==> src/rtl/pdp8_pkg.sv <==
// Shared PDP-8 widths, reset vector and memory-arbiter types.
package pdp8_pkg;

  localparam int ADDR_WIDTH     = 12;
  localparam int DATA_WIDTH     = 12;
  localparam logic [ADDR_WIDTH-1:0] START_ADDRESS = 12'o0200;
  localparam int MEM_RD_LATENCY = 1;
  localparam int STARVE_CNT_W   = 4;

  typedef enum logic [1:0] {ARB_IDLE, ARB_ISSUE, ARB_WAIT, ARB_RESP} arb_state_e;
  typedef enum logic {OWN_IFU, OWN_EXU} arb_owner_e;

endpackage

==> src/rtl/pdp8_arb_prio.sv <==
// Priority select between IFU and EXU: EXU is preferred, but an IFU that has
// lost STARVE_LIMIT arbitrations in a row is forced to win the next one.
module pdp8_arb_prio
  import pdp8_pkg::*;
#(
  parameter int STARVE_LIMIT = 4
) (
  input  logic                    clk,
  input  logic                    reset_n,
  input  logic                    arb_en_i,
  input  logic                    ifu_req_i,
  input  logic                    exu_req_i,
  output logic                    ifu_win_o,
  output logic                    exu_win_o,
  output logic [STARVE_CNT_W-1:0] starve_cnt_o
);

  logic [STARVE_CNT_W-1:0] starve_cnt_q, starve_cnt_d;
  logic                    force_ifu;

  always_comb begin
    force_ifu    = (starve_cnt_q == STARVE_CNT_W'(STARVE_LIMIT));
    ifu_win_o    = arb_en_i && ifu_req_i && (!exu_req_i || force_ifu);
    exu_win_o    = arb_en_i && exu_req_i && !ifu_win_o;
    starve_cnt_d = starve_cnt_q;
    // Only a real loss counts: IFU asking in IDLE while EXU takes the port.
    if (ifu_win_o) begin
      starve_cnt_d = '0;
    end else if (exu_win_o && ifu_req_i && !force_ifu) begin
      starve_cnt_d = starve_cnt_q + STARVE_CNT_W'(1);
    end
  end

  always_ff @(posedge clk or posedge reset_n) begin
    if (reset_n) begin
      starve_cnt_q <= '0;
    end else begin
      starve_cnt_q <= starve_cnt_d;
    end
  end

  assign starve_cnt_o = starve_cnt_q;

endmodule

==> src/rtl/pdp8_mem_arbiter.sv <==
// Single-port PDP-8 memory sequencer shared by IFU and EXU: one transaction at
// a time, fixed read latency, read data routed back to the owning requester.
module pdp8_mem_arbiter
  import pdp8_pkg::*;
#(
  parameter int ADDR_W       = ADDR_WIDTH,
  parameter int DATA_W       = DATA_WIDTH,
  parameter int RD_LATENCY   = MEM_RD_LATENCY,
  parameter int STARVE_LIMIT = 4
) (
  input  logic                    clk,
  input  logic                    reset_n,
  input  logic                    ifu_rd_req,
  input  logic [ADDR_W-1:0]       ifu_rd_addr,
  output logic                    ifu_gnt,
  output logic                    ifu_rd_valid,
  output logic [DATA_W-1:0]       ifu_rd_data,
  input  logic                    exu_req,
  input  logic                    exu_we,
  input  logic [ADDR_W-1:0]       exu_addr,
  input  logic [DATA_W-1:0]       exu_wdata,
  output logic                    exu_gnt,
  output logic                    exu_rd_valid,
  output logic [DATA_W-1:0]       exu_rd_data,
  output logic                    mem_req,
  output logic                    mem_we,
  output logic [ADDR_W-1:0]       mem_addr,
  output logic [DATA_W-1:0]       mem_wdata,
  input  logic [DATA_W-1:0]       mem_rdata,
  output logic                    busy,
  output arb_state_e              dbg_state_o,
  output logic [STARVE_CNT_W-1:0] dbg_starve_cnt_o
);

  // Handshake: a requester holds req (and its address/data) until its gnt
  // pulse; gnt is given combinationally in IDLE, and a req still high in the
  // following cycle is a new request. rd_valid is a one-cycle pulse and
  // rd_data holds its value until that requester's next read completes.

  localparam logic [2:0] LAT_LOAD = 3'(RD_LATENCY - 1);

  arb_state_e          state_q, state_d;
  arb_owner_e          owner_q, owner_d;
  logic                we_q, we_d;
  logic [ADDR_W-1:0]   addr_q, addr_d;
  logic [DATA_W-1:0]   wdata_q, wdata_d;
  logic [2:0]          lat_q, lat_d;
  logic [DATA_W-1:0]   ifu_data_q, ifu_data_d, exu_data_q, exu_data_d;
  logic                ifu_valid_q, ifu_valid_d, exu_valid_q, exu_valid_d;
  logic                arb_en, ifu_win, exu_win;

  // Reset is folded in so no grant can leak out while reset is held.
  assign arb_en = (state_q == ARB_IDLE) && !reset_n;

  pdp8_arb_prio #(
    .STARVE_LIMIT (STARVE_LIMIT)
  ) u_prio (
    .clk          (clk),
    .reset_n      (reset_n),
    .arb_en_i     (arb_en),
    .ifu_req_i    (ifu_rd_req),
    .exu_req_i    (exu_req),
    .ifu_win_o    (ifu_win),
    .exu_win_o    (exu_win),
    .starve_cnt_o (dbg_starve_cnt_o)
  );

  always_comb begin
    state_d     = state_q;
    owner_d     = owner_q;
    we_d        = we_q;
    addr_d      = addr_q;
    wdata_d     = wdata_q;
    lat_d       = lat_q;
    ifu_data_d  = ifu_data_q;
    exu_data_d  = exu_data_q;
    ifu_valid_d = 1'b0;
    exu_valid_d = 1'b0;
    ifu_gnt     = 1'b0;
    exu_gnt     = 1'b0;
    mem_req     = 1'b0;
    mem_we      = 1'b0;
    mem_addr    = '0;
    mem_wdata   = '0;
    case (state_q)
      ARB_IDLE: begin
        if (ifu_win) begin
          owner_d = OWN_IFU;
          we_d    = 1'b0;
          addr_d  = ifu_rd_addr;
          wdata_d = '0;
          ifu_gnt = 1'b1;
          state_d = ARB_ISSUE;
        end else if (exu_win) begin
          owner_d = OWN_EXU;
          we_d    = exu_we;
          addr_d  = exu_addr;
          wdata_d = exu_wdata;
          exu_gnt = 1'b1;
          state_d = ARB_ISSUE;
        end
      end
      ARB_ISSUE: begin
        mem_req   = 1'b1;
        mem_we    = we_q;
        mem_addr  = addr_q;
        mem_wdata = wdata_q;
        if (we_q) begin
          state_d = ARB_IDLE;
        end else begin
          lat_d   = LAT_LOAD;
          state_d = (RD_LATENCY == 1) ? ARB_RESP : ARB_WAIT;
        end
      end
      ARB_WAIT: begin
        lat_d = lat_q - 3'd1;
        if (lat_q == 3'd1) begin
          state_d = ARB_RESP;
        end
      end
      ARB_RESP: begin
        if (owner_q == OWN_IFU) begin
          ifu_data_d  = mem_rdata;
          ifu_valid_d = 1'b1;
        end else begin
          exu_data_d  = mem_rdata;
          exu_valid_d = 1'b1;
        end
        state_d = ARB_IDLE;
      end
      default: state_d = ARB_IDLE;
    endcase
  end

  always_ff @(posedge clk or posedge reset_n) begin
    if (reset_n) begin
      state_q     <= ARB_IDLE;
      owner_q     <= OWN_IFU;
      we_q        <= 1'b0;
      addr_q      <= '0;
      wdata_q     <= '0;
      lat_q       <= '0;
      ifu_data_q  <= '0;
      exu_data_q  <= '0;
      ifu_valid_q <= 1'b0;
      exu_valid_q <= 1'b0;
    end else begin
      state_q     <= state_d;
      owner_q     <= owner_d;
      we_q        <= we_d;
      addr_q      <= addr_d;
      wdata_q     <= wdata_d;
      lat_q       <= lat_d;
      ifu_data_q  <= ifu_data_d;
      exu_data_q  <= exu_data_d;
      ifu_valid_q <= ifu_valid_d;
      exu_valid_q <= exu_valid_d;
    end
  end

  assign ifu_rd_valid = ifu_valid_q;
  assign ifu_rd_data  = ifu_data_q;
  assign exu_rd_valid = exu_valid_q;
  assign exu_rd_data  = exu_data_q;
  assign busy         = (state_q != ARB_IDLE);
  assign dbg_state_o  = state_q;

endmodule

==> config.mk <==
export PLATFORM = sky130hd
export DESIGN_NAME = pdp8_mem_arbiter
export DESIGN_NICKNAME = d
export VERILOG_FILES = /design/src/rtl/pdp8_pkg.sv /design/src/rtl/pdp8_arb_prio.sv /design/src/rtl/pdp8_mem_arbiter.sv
export SDC_FILE = /design/constraint.sdc
export NUM_CORES = 1
export LEC_CHECK = 0
export ABC_AREA = 1
export CORE_MARGIN = 2
export CORE_UTILIZATION = 47
export CTS_CLUSTER_SIZE = 20
export DETAILED_ROUTE_END_ITERATION = 12
export PLACE_DENSITY = 0.95
export SYNTH_ARGS = -nofsm -noshare
export SYNTH_HDL_FRONTEND = slang
export SYNTH_HIERARCHICAL = 1
export SYNTH_SLANG_ARGS = --single-unit
==> constraint.sdc <==
create_clock -name clk -period 5.9 [get_ports clk]
set_input_delay 1.18 -clock clk [delete_from_list [all_inputs] [get_ports clk]]
set_output_delay 1.18 -clock clk [all_outputs]
set_load 0.02 [all_outputs]
==> results of run 1 <==
## sequential cells by signal, indices dropped and copies added (netlist names)
signal and flops:
ifu_rd_data 12, exu_rd_valid 1, wdata_q 12, addr_q 12
owner_q 1, u_prio/starve_cnt_o 4, dbg_state_o 2, exu_rd_data 12
we_q 1, lat_q 3, ifu_rd_valid 1
## routing by layer
metal | wire [um] | vias to the layer above
li1 | - | 1348
met1 | 2921 | 1309
met2 | 4077 | 87
met3 | 447 | 10
met4 | 126 | 0
met5 | 0 | -
## metrics by stage
step           hold WS, ps  utilization [%]  cell area (um2)  power, mW
2_1_floorplan        441.9                -             2875      1.314
3_3_place_gp         453.0            68.13             4034      1.727
3_5_place_dp         458.7            68.13             4034      1.788
4_1_cts              476.4            71.49             4233      2.161
5_1_grt              495.9            71.49             4233      2.302
6_report             471.9            71.49             4233      2.143
## where the power goes
group          total, mW  internal, mW  switching [mW]
clock              0.365         0.196           0.169
sequential         0.742         0.615           0.126
combinational       1.04         0.438           0.599
total               2.14          1.25           0.894
## how the worst min path moves through the flow
stage	end	cells after the start
after detailed placement	wdata_q[2]$_DFFE_PP0P_	2
after global routing	we_q$_DFFE_PP0P_	2
after CTS	wdata_q[2]$_DFFE_PP0P_	2
final	wdata_q[10]$_DFFE_PP0P_	2
after floorplan	addr_q[0]$_DFFE_PP0P_	2
after global placement	addr_q[7]$_DFFE_PP0P_	2
## cell families (layout without fill, tap and decap cells)
logic type / Yosys count / count (layout) / share of synthesized area [%]
adder cells (fa/ha/maj): 4 / 4 / 1.741
AO/OA/AOI/OAI: 30 / 30 / 5.353
buffers and inverters: 73 / 188 / 10.31
AND/OR/NAND/NOR: 210 / 210 / 29.50
flip-flops: 61 / 61 / 53.09
## critical path: stages
cell	delay (ps)
clkdlybuf4s50_1	460
nor2_1	180
nand2_2	110
clkinv_4	80
nand2_2	70
inv_2	260
inv_1	290
nor2_1	210
clkdlybuf4s50_1	630
## placed cells by master, fill, tap and decap left out
master / n
nand2_2: 4
buf_4: 1
clkbuf_8: 9
a21oi_1: 4
nor2_1: 34
inv_1: 53
clkinvlp_4: 3
inv_6: 1
o21ai_1: 1
o21ai_0: 24
ha_1: 4
clkinv_2: 1
clkdlybuf4s50_1: 113
dfrtp_1: 61
clkinv_4: 2
o21ai_2: 1
or2_2: 1
bufinv_16: 1
nor2_2: 4
inv_2: 4
nand4_1: 1
nand3_2: 1
nand2_1: 142
nand3_1: 23
## layout make-up
class | instances | share of cell area [%]
multi-input combinational | 244 | 24.86
sequential | 61 | 36.06
timing repair buffer | 114 | 26.90
clock buffer | 9 | 2.926
inverter | 58 | 5.262
tap | 75 | 2.217
clock inverter | 7 | 1.774
==> insert_results.sql, run 1 <==
INSERT INTO impl_metrics (metric_group, metric, value, unit) VALUES
('run_status', 'outcome', 'finished, final reports clean', ''),
('worst_hold_path', 'timing.hold.worst.class', 'reg2reg', ''),
('floorplanning', 'design.portCount', '114', ''),
('worst_setup_path', 'cp_data_required_time', '4720', 'ps'),
('layout', 'multi_input_logic_area', '1052', 'um2'),
('grt', 'grt_start_max_net_pins', '58', ''),
('clock_tree', 'tritoncts', 'built', ''),
('clock_tree', 'cts.htree.levels', '3', ''),
('floorplanning', 'fp.dieW', '82.22', 'um'),
('timing', 'post-route-min-period', '4661', 'ps'),
('worst_setup_path', 'cp-endpoint', 'ifu_gnt', ''),
('placed_design', 'placedCellCount', '552', ''),
('synthesis', 'synth_async_sr_flop_share', '100.0', '%'),
('worst_setup_path', 'cp_data_arrival_time', '3480', 'ps'),
('timing', 'maxClockFrequency', '0.2145', 'GHz'),
('timing', 'layout_setup_ws', '1239', 'ps'),
('layout', 'finalNetCount', '545', ''),
('routing', 'drt-total-wl', '7.573', 'mm'),
('clock_tree', 'tritoncts_buffers', '9', ''),
('layout', 'fillerInstances', '456', ''),
('routing', 'routed_wire_length_per_instance', '13.33', 'um'),
('routing', 'detail_route.first_pass.iterations', '4', ''),
('synthesis', 'synth_enable_flop_cells', '0', ''),
('grt', 'groute.layer.met1.usage', '25.96', '%'),
('routing', 'detail_route.iter0.violations', '115', ''),
('placed_design', 'placement.setup.worst_slack', '1251', 'ps'),
('worst_setup_path', 'critical_path_class', 'in2out', ''),
('synthesis', 'syn-instance-count', '378', ''),
('timing', 'worst_pin_slew', '993.7', 'ps'),
('grt', 'gr_util_all_layers', '22.94', '%'),
('worst_setup_path', 'source_of_the_worst_register_to_register_timing_path', 'dbg_state_o[1]$_DFFE_PP0P_', ''),
('synthesis', 'synth-seq-area-share', '53.09', '%'),
('clock_tree', 'post-cts-setup-buffer-count', '0', ''),
('grt', 'met2_usage', '41.77', '%'),
('synthesis', 'synth_nets', '435', ''),
('placed_design', 'gp_routability_congestion', '0.8535', ''),
('worst_setup_path', 'worstSetupEndpointType', 'output pin', ''),
('worst_setup_path', 'critPathMaxFanout', '19', ''),
('timing', 'fin_setup_tns', '0', 'ps'),
('layout', 'layout_cell_share_with_drive_strength_beyond_1', '6.694', '%'),
('worst_setup_path', 'worstSetupStartpointType', 'input port', ''),
('synthesis', 'yosys_register_bits', '61', ''),
('clock_tree', 'ctsRootBufferMaster', 'clkbuf_8', ''),
('power_and_ir_drop', 'powerDensity', '506.3', 'nW/um2'),
('power_and_ir_drop', 'worst_ir_drop_vdd', '320.2', 'uV'),
('timing', 'final-setup-viol-count', '0', ''),
('synthesis', 'post_synth_num_cell_types', '21', ''),
('floorplanning', 'dieHeight', '82.22', 'um'),
('timing', 'timing.final.crit_share', '79.00', '%'),
('grt', 'grt_use_met3', '5.109', '%'),
('grt', 'grt-busiest-layer', 'met2', ''),
('layout', 'instances_no_fill', '568', ''),
('routing', 'vias_per_cell', '4.849', ''),
('worst_setup_path', 'reg2reg_depth', '11', ''),
('grt', 'antenna_found_initial', '0', ''),
('synthesis', 'synth_most_common_cell', 'nand2_1', ''),
('synthesis', 'ys_dominant_reg_cell', 'dfrtp_1', ''),
('routing', 'ant_nets', '0', ''),
('synthesis', 'synth.cell_area', '2875', 'um2'),
('flow_run', 'timing.max_cap.violations', '0', ''),
('worst_setup_path', 'crit_start', 'reset_n', ''),
('clock_tree', 'cts_max_path_buffers', '2', ''),
('grt', 'global_route.overflow_total', '0', ''),
('worst_hold_path', 'hold_path.startpoint', 'wdata_q[10]$_DFFE_PP0P_', ''),
('routing', 'route.vias.total', '2754', ''),
('timing', 'maxSlewHeadroom', '33.75', '%'),
('worst_setup_path', 'worst_reg2reg_endpoint', 'wdata_q[1]$_DFFE_PP0P_', ''),
('floorplanning', 'core_area', '5921', 'um2'),
('worst_setup_path', 'rrSetupSlack', '3300', 'ps'),
('synthesis', 'synth.cells.most_frequent', 'nand2_1 (142), dfrtp_1 (61), inv_1 (54)', ''),
('floorplanning', 'placementRows', '28', '');
(Power assumes the default switching activity.)
==> run 2: changes to the inputs <==
--- a/config.mk
+++ b/config.mk
@@ -7,10 +7,10 @@
 export LEC_CHECK = 0
 export ABC_AREA = 1
 export CORE_MARGIN = 2
-export CORE_UTILIZATION = 47
+export CORE_UTILIZATION = 39
 export CTS_CLUSTER_SIZE = 20
 export DETAILED_ROUTE_END_ITERATION = 12
-export PLACE_DENSITY = 0.95
+export PLACE_DENSITY = 0.88
 export SYNTH_ARGS = -nofsm -noshare
 export SYNTH_HDL_FRONTEND = slang
 export SYNTH_HIERARCHICAL = 1
==> constraint.sdc (replaced) <==
create_clock -name clk -period 4.2 [get_ports clk]
set_input_delay 0.84 -clock clk [delete_from_list [all_inputs] [get_ports clk]]
set_output_delay 0.84 -clock clk [all_outputs]
set_load 0.02 [all_outputs]
==> run 2 against run 1 <==
  * Die area increased by 19%
  * Cell area grew 2.0%
  * Clock-buffer cell count is the same
  * Critical path depth stayed put
  * Worst hold slack about the same
  * Combinational power up 38%
  * Flip-flop and latch count stayed put
  * Sequential share of layout area down 0.72 points
  * Utilization fell by 12 points
  * Highest routed layer unchanged
==> insert_results.sql, run 2 (synthesized netlist as in run 1, its figures left out) <==
INSERT INTO impl_metrics (metric_group, metric, value, unit) VALUES
('worst_setup_path', 'rrSetupSlack', '1690', 'ps'),
('clock_tree', 'post_cts.resized_instances', '0', ''),
('routing', 'drt-total-wl', '7.469', 'mm'),
('floorplanning', 'core_area', '7214', 'um2'),
('worst_hold_path', 'timing.hold.worst.class', 'reg2reg', ''),
('placed_design', 'place_hpwl', '5.596', 'mm'),
('power_and_ir_drop', 'worst_ir_drop_vdd', '383.6', 'uV'),
('routing', 'detail_route.first_pass.iterations', '4', ''),
('layout', 'fillerInstances', '652', ''),
('placed_design', 'gp_routability_congestion', '0.8441', ''),
('worst_setup_path', 'cp_data_arrival_time', '2900', 'ps'),
('worst_setup_path', 'critical_path_class', 'in2out', ''),
('worst_hold_path', 'hold_path.startpoint', 'wdata_q[3]$_DFFE_PP0P_', ''),
('layout', 'finalNetCount', '546', ''),
('routing', 'detail_route.iter0.violations', '94', ''),
('timing', 'fin_worst_hold_slack', '471.8', 'ps'),
('power_and_ir_drop', 'power.leakage', '2.159', 'nW'),
('grt', 'grt_first_pass_wirelength', '12.29', 'mm'),
('worst_hold_path', 'worst_hold_path.num_cells', '2', ''),
('worst_setup_path', 'critPathMaxFanout', '13', ''),
('worst_setup_path', 'source_of_the_worst_register_to_register_timing_path', 'dbg_state_o[1]$_DFFE_PP0P_', ''),
('floorplanning', 'placementRows', '31', ''),
('layout', 'area_growth', '50.22', '%'),
('clock_tree', 'cts.htree.levels', '3', ''),
('layout', 'layout_cell_share_with_drive_strength_beyond_1', '6.883', '%'),
('power_and_ir_drop', 'powerDensity', '720.6', 'nW/um2'),
('timing', 'timing.final.crit_share', '89.07', '%'),
('layout', 'multi_input_logic_area', '1052', 'um2'),
('timing', 'finalMaxSlewViolations', '0', ''),
('worst_setup_path', 'worstSetupEndpointType', 'output pin', ''),
('flow_run', 'timing.max_cap.violations', '0', ''),
('timing', 'grt_setup_unrepaired', 'no', ''),
('clock_tree', 'clk-insertion-delay-late', '330', 'ps'),
('floorplanning', 'initial_utilization', '39.85', '%'),
('floorplanning', 'die_area', '8076', 'um2'),
('layout', 'register_area', '1526', 'um2'),
('worst_hold_path', 'min_to', 'wdata_q[3]$_DFFE_PP0P_', ''),
('clock_tree', 'post-cts-setup-buffer-count', '0', ''),
('floorplanning', 'fp.dieW', '89.87', 'um'),
('floorplanning', 'design.portCount', '114', ''),
('placed_design', 'placement.io_buffers', '113', ''),
('floorplanning', 'dieHeight', '89.87', 'um'),
('clock_tree', 'ctsRootBufferMaster', 'clkbuf_8', ''),
('layout', 'antenna_cells_inserted', '0', ''),
('grt', 'grt_start_max_net_pins', '38', ''),
('worst_setup_path', 'cp_data_required_time', '3360', 'ps'),
('timing', 'fin_setup_tns', '0', 'ps'),
('clock_tree', 'cts_num_sinks', '61', ''),
('grt', 'antenna_found_initial', '0', ''),
('worst_setup_path', 'reg2reg_depth', '12', ''),
('routing', 'ant_nets', '0', ''),
('clock_tree', 'tritoncts_buffers', '9', ''),
('timing', 'post-route-min-period', '3741', 'ps'),
('clock_tree', 'postCtsHoldBufs', '0', ''),
('worst_setup_path', 'worst_reg2reg_endpoint', 'addr_q[0]$_DFFE_PP0P_', ''),
('timing', 'maxClockFrequency', '0.2673', 'GHz'),
('clock_tree', 'clk_pin_slew_worst_paths', '70', 'ps'),
('timing', 'final-setup-viol-count', '0', ''),
('layout', 'mostFrequentLayoutCell', 'nand2_1', ''),
('run_status', 'outcome', 'finished, final reports clean', ''),
('routing', 'remaining_drc_errors', '0', ''),
('grt', 'gr_util_all_layers', '19.14', '%'),
('routing', 'vias_per_cell', '4.555', ''),
('routing', 'routed_wire_length_per_instance', '12.60', 'um'),
('grt', 'grt_pass1_vias', '2552', ''),
('timing', 'skew', '9.985', 'ps'),
('layout', 'final_cell_mix', 'nand2_1 (142), clkdlybuf4s50_1 (113), dfrtp_1 (61)', ''),
('routing', 'route.vias.total', '2701', ''),
('timing', 'hold_violations', '0', ''),
('worst_setup_path', 'worstSetupStartpointType', 'input port', ''),
('timing', 'maxSlewHeadroom', '35.37', '%'),
('clock_tree', 'cts_max_path_buffers', '2', ''),
('clock_tree', 'tritoncts', 'built', ''),
('grt', 'global_route.overflow_total', '0', ''),
('timing', 'worst_pin_slew', '969.3', 'ps');
-- run 2: cell types whose count changed in the layout (fill, tap and decap cells not counted) --
cell        delta
clkinv_2       -1
clkinvlp_4     -2
buf_4          +1
inv_6          -1
bufinv_16      +2
clkinv_4       +2
-- run 2: worst max-delay path by stage --
stage | depth (start not counted) | slack [ps] | endpoint | from
finish | 9 | 460 | ifu_gnt | reset_n
global route | 9 | 340 | ifu_gnt | reset_n
CTS | 9 | 440 | ifu_gnt | reset_n
detailed placement | 9 | 450 | ifu_gnt | reset_n
global placement | 9 | 530 | ifu_gnt | reset_n
floorplan | 12 | 1280 | ifu_gnt | dbg_state_o[0]$_DFFE_PP0P_
-- run 2: final cells by class --
class / instances / area share, %
clock buffers: 9 / 2.868
clock inverters: 7 / 2.868
inverters: 58 / 5.156
multi-input cells: 244 / 24.36
flip-flops and latches: 61 / 35.34
well taps: 99 / 2.868
repair buffers: 115 / 26.54
-- run 2: power breakdown --
part	internal, mW	total [mW]	switching [mW]
registers	0.864	1.03	0.169
logic	0.617	1.44	0.822
clock network	0.397	0.640	0.243
total	1.88	3.11	1.23
-- run 2: metrics by stage --
stage / power [mW] / cell area (um2) / util (%) / instances / setup WS [ps]
after detailed placement: 2.501 / 4071 / 56.43 / 577 / 448.6
after global routing: 3.330 / 4319 / 59.87 / 593 / 336.8
after floorplan: 1.845 / 2875 / - / 378 / 1284
after CTS: 3.152 / 4319 / 59.87 / 593 / 442.2
final: 3.113 / 4319 / 59.87 / 593 / 458.9
after global placement: 2.437 / 4071 / 56.43 / 577 / 534.0
-- run 2: worst max-delay path: stages --
cell and delay (ps):
clkdlybuf4s50_1 460, nor2_1 210, nand2_2 120, clkinv_4 90, nand2_2 60, inv_2 80
inv_1 180, nor2_1 200, clkdlybuf4s50_1 670
-- run 2: per-layer routing --
metal,GRT usage [%],vias up,part of all wire (%)
met2,34.03,78,52
met1,21.98,1260,40
met4,6.923,0,1.9
met5,0,-,0
li1,-,1353,-
met3,5.532,10,5.4
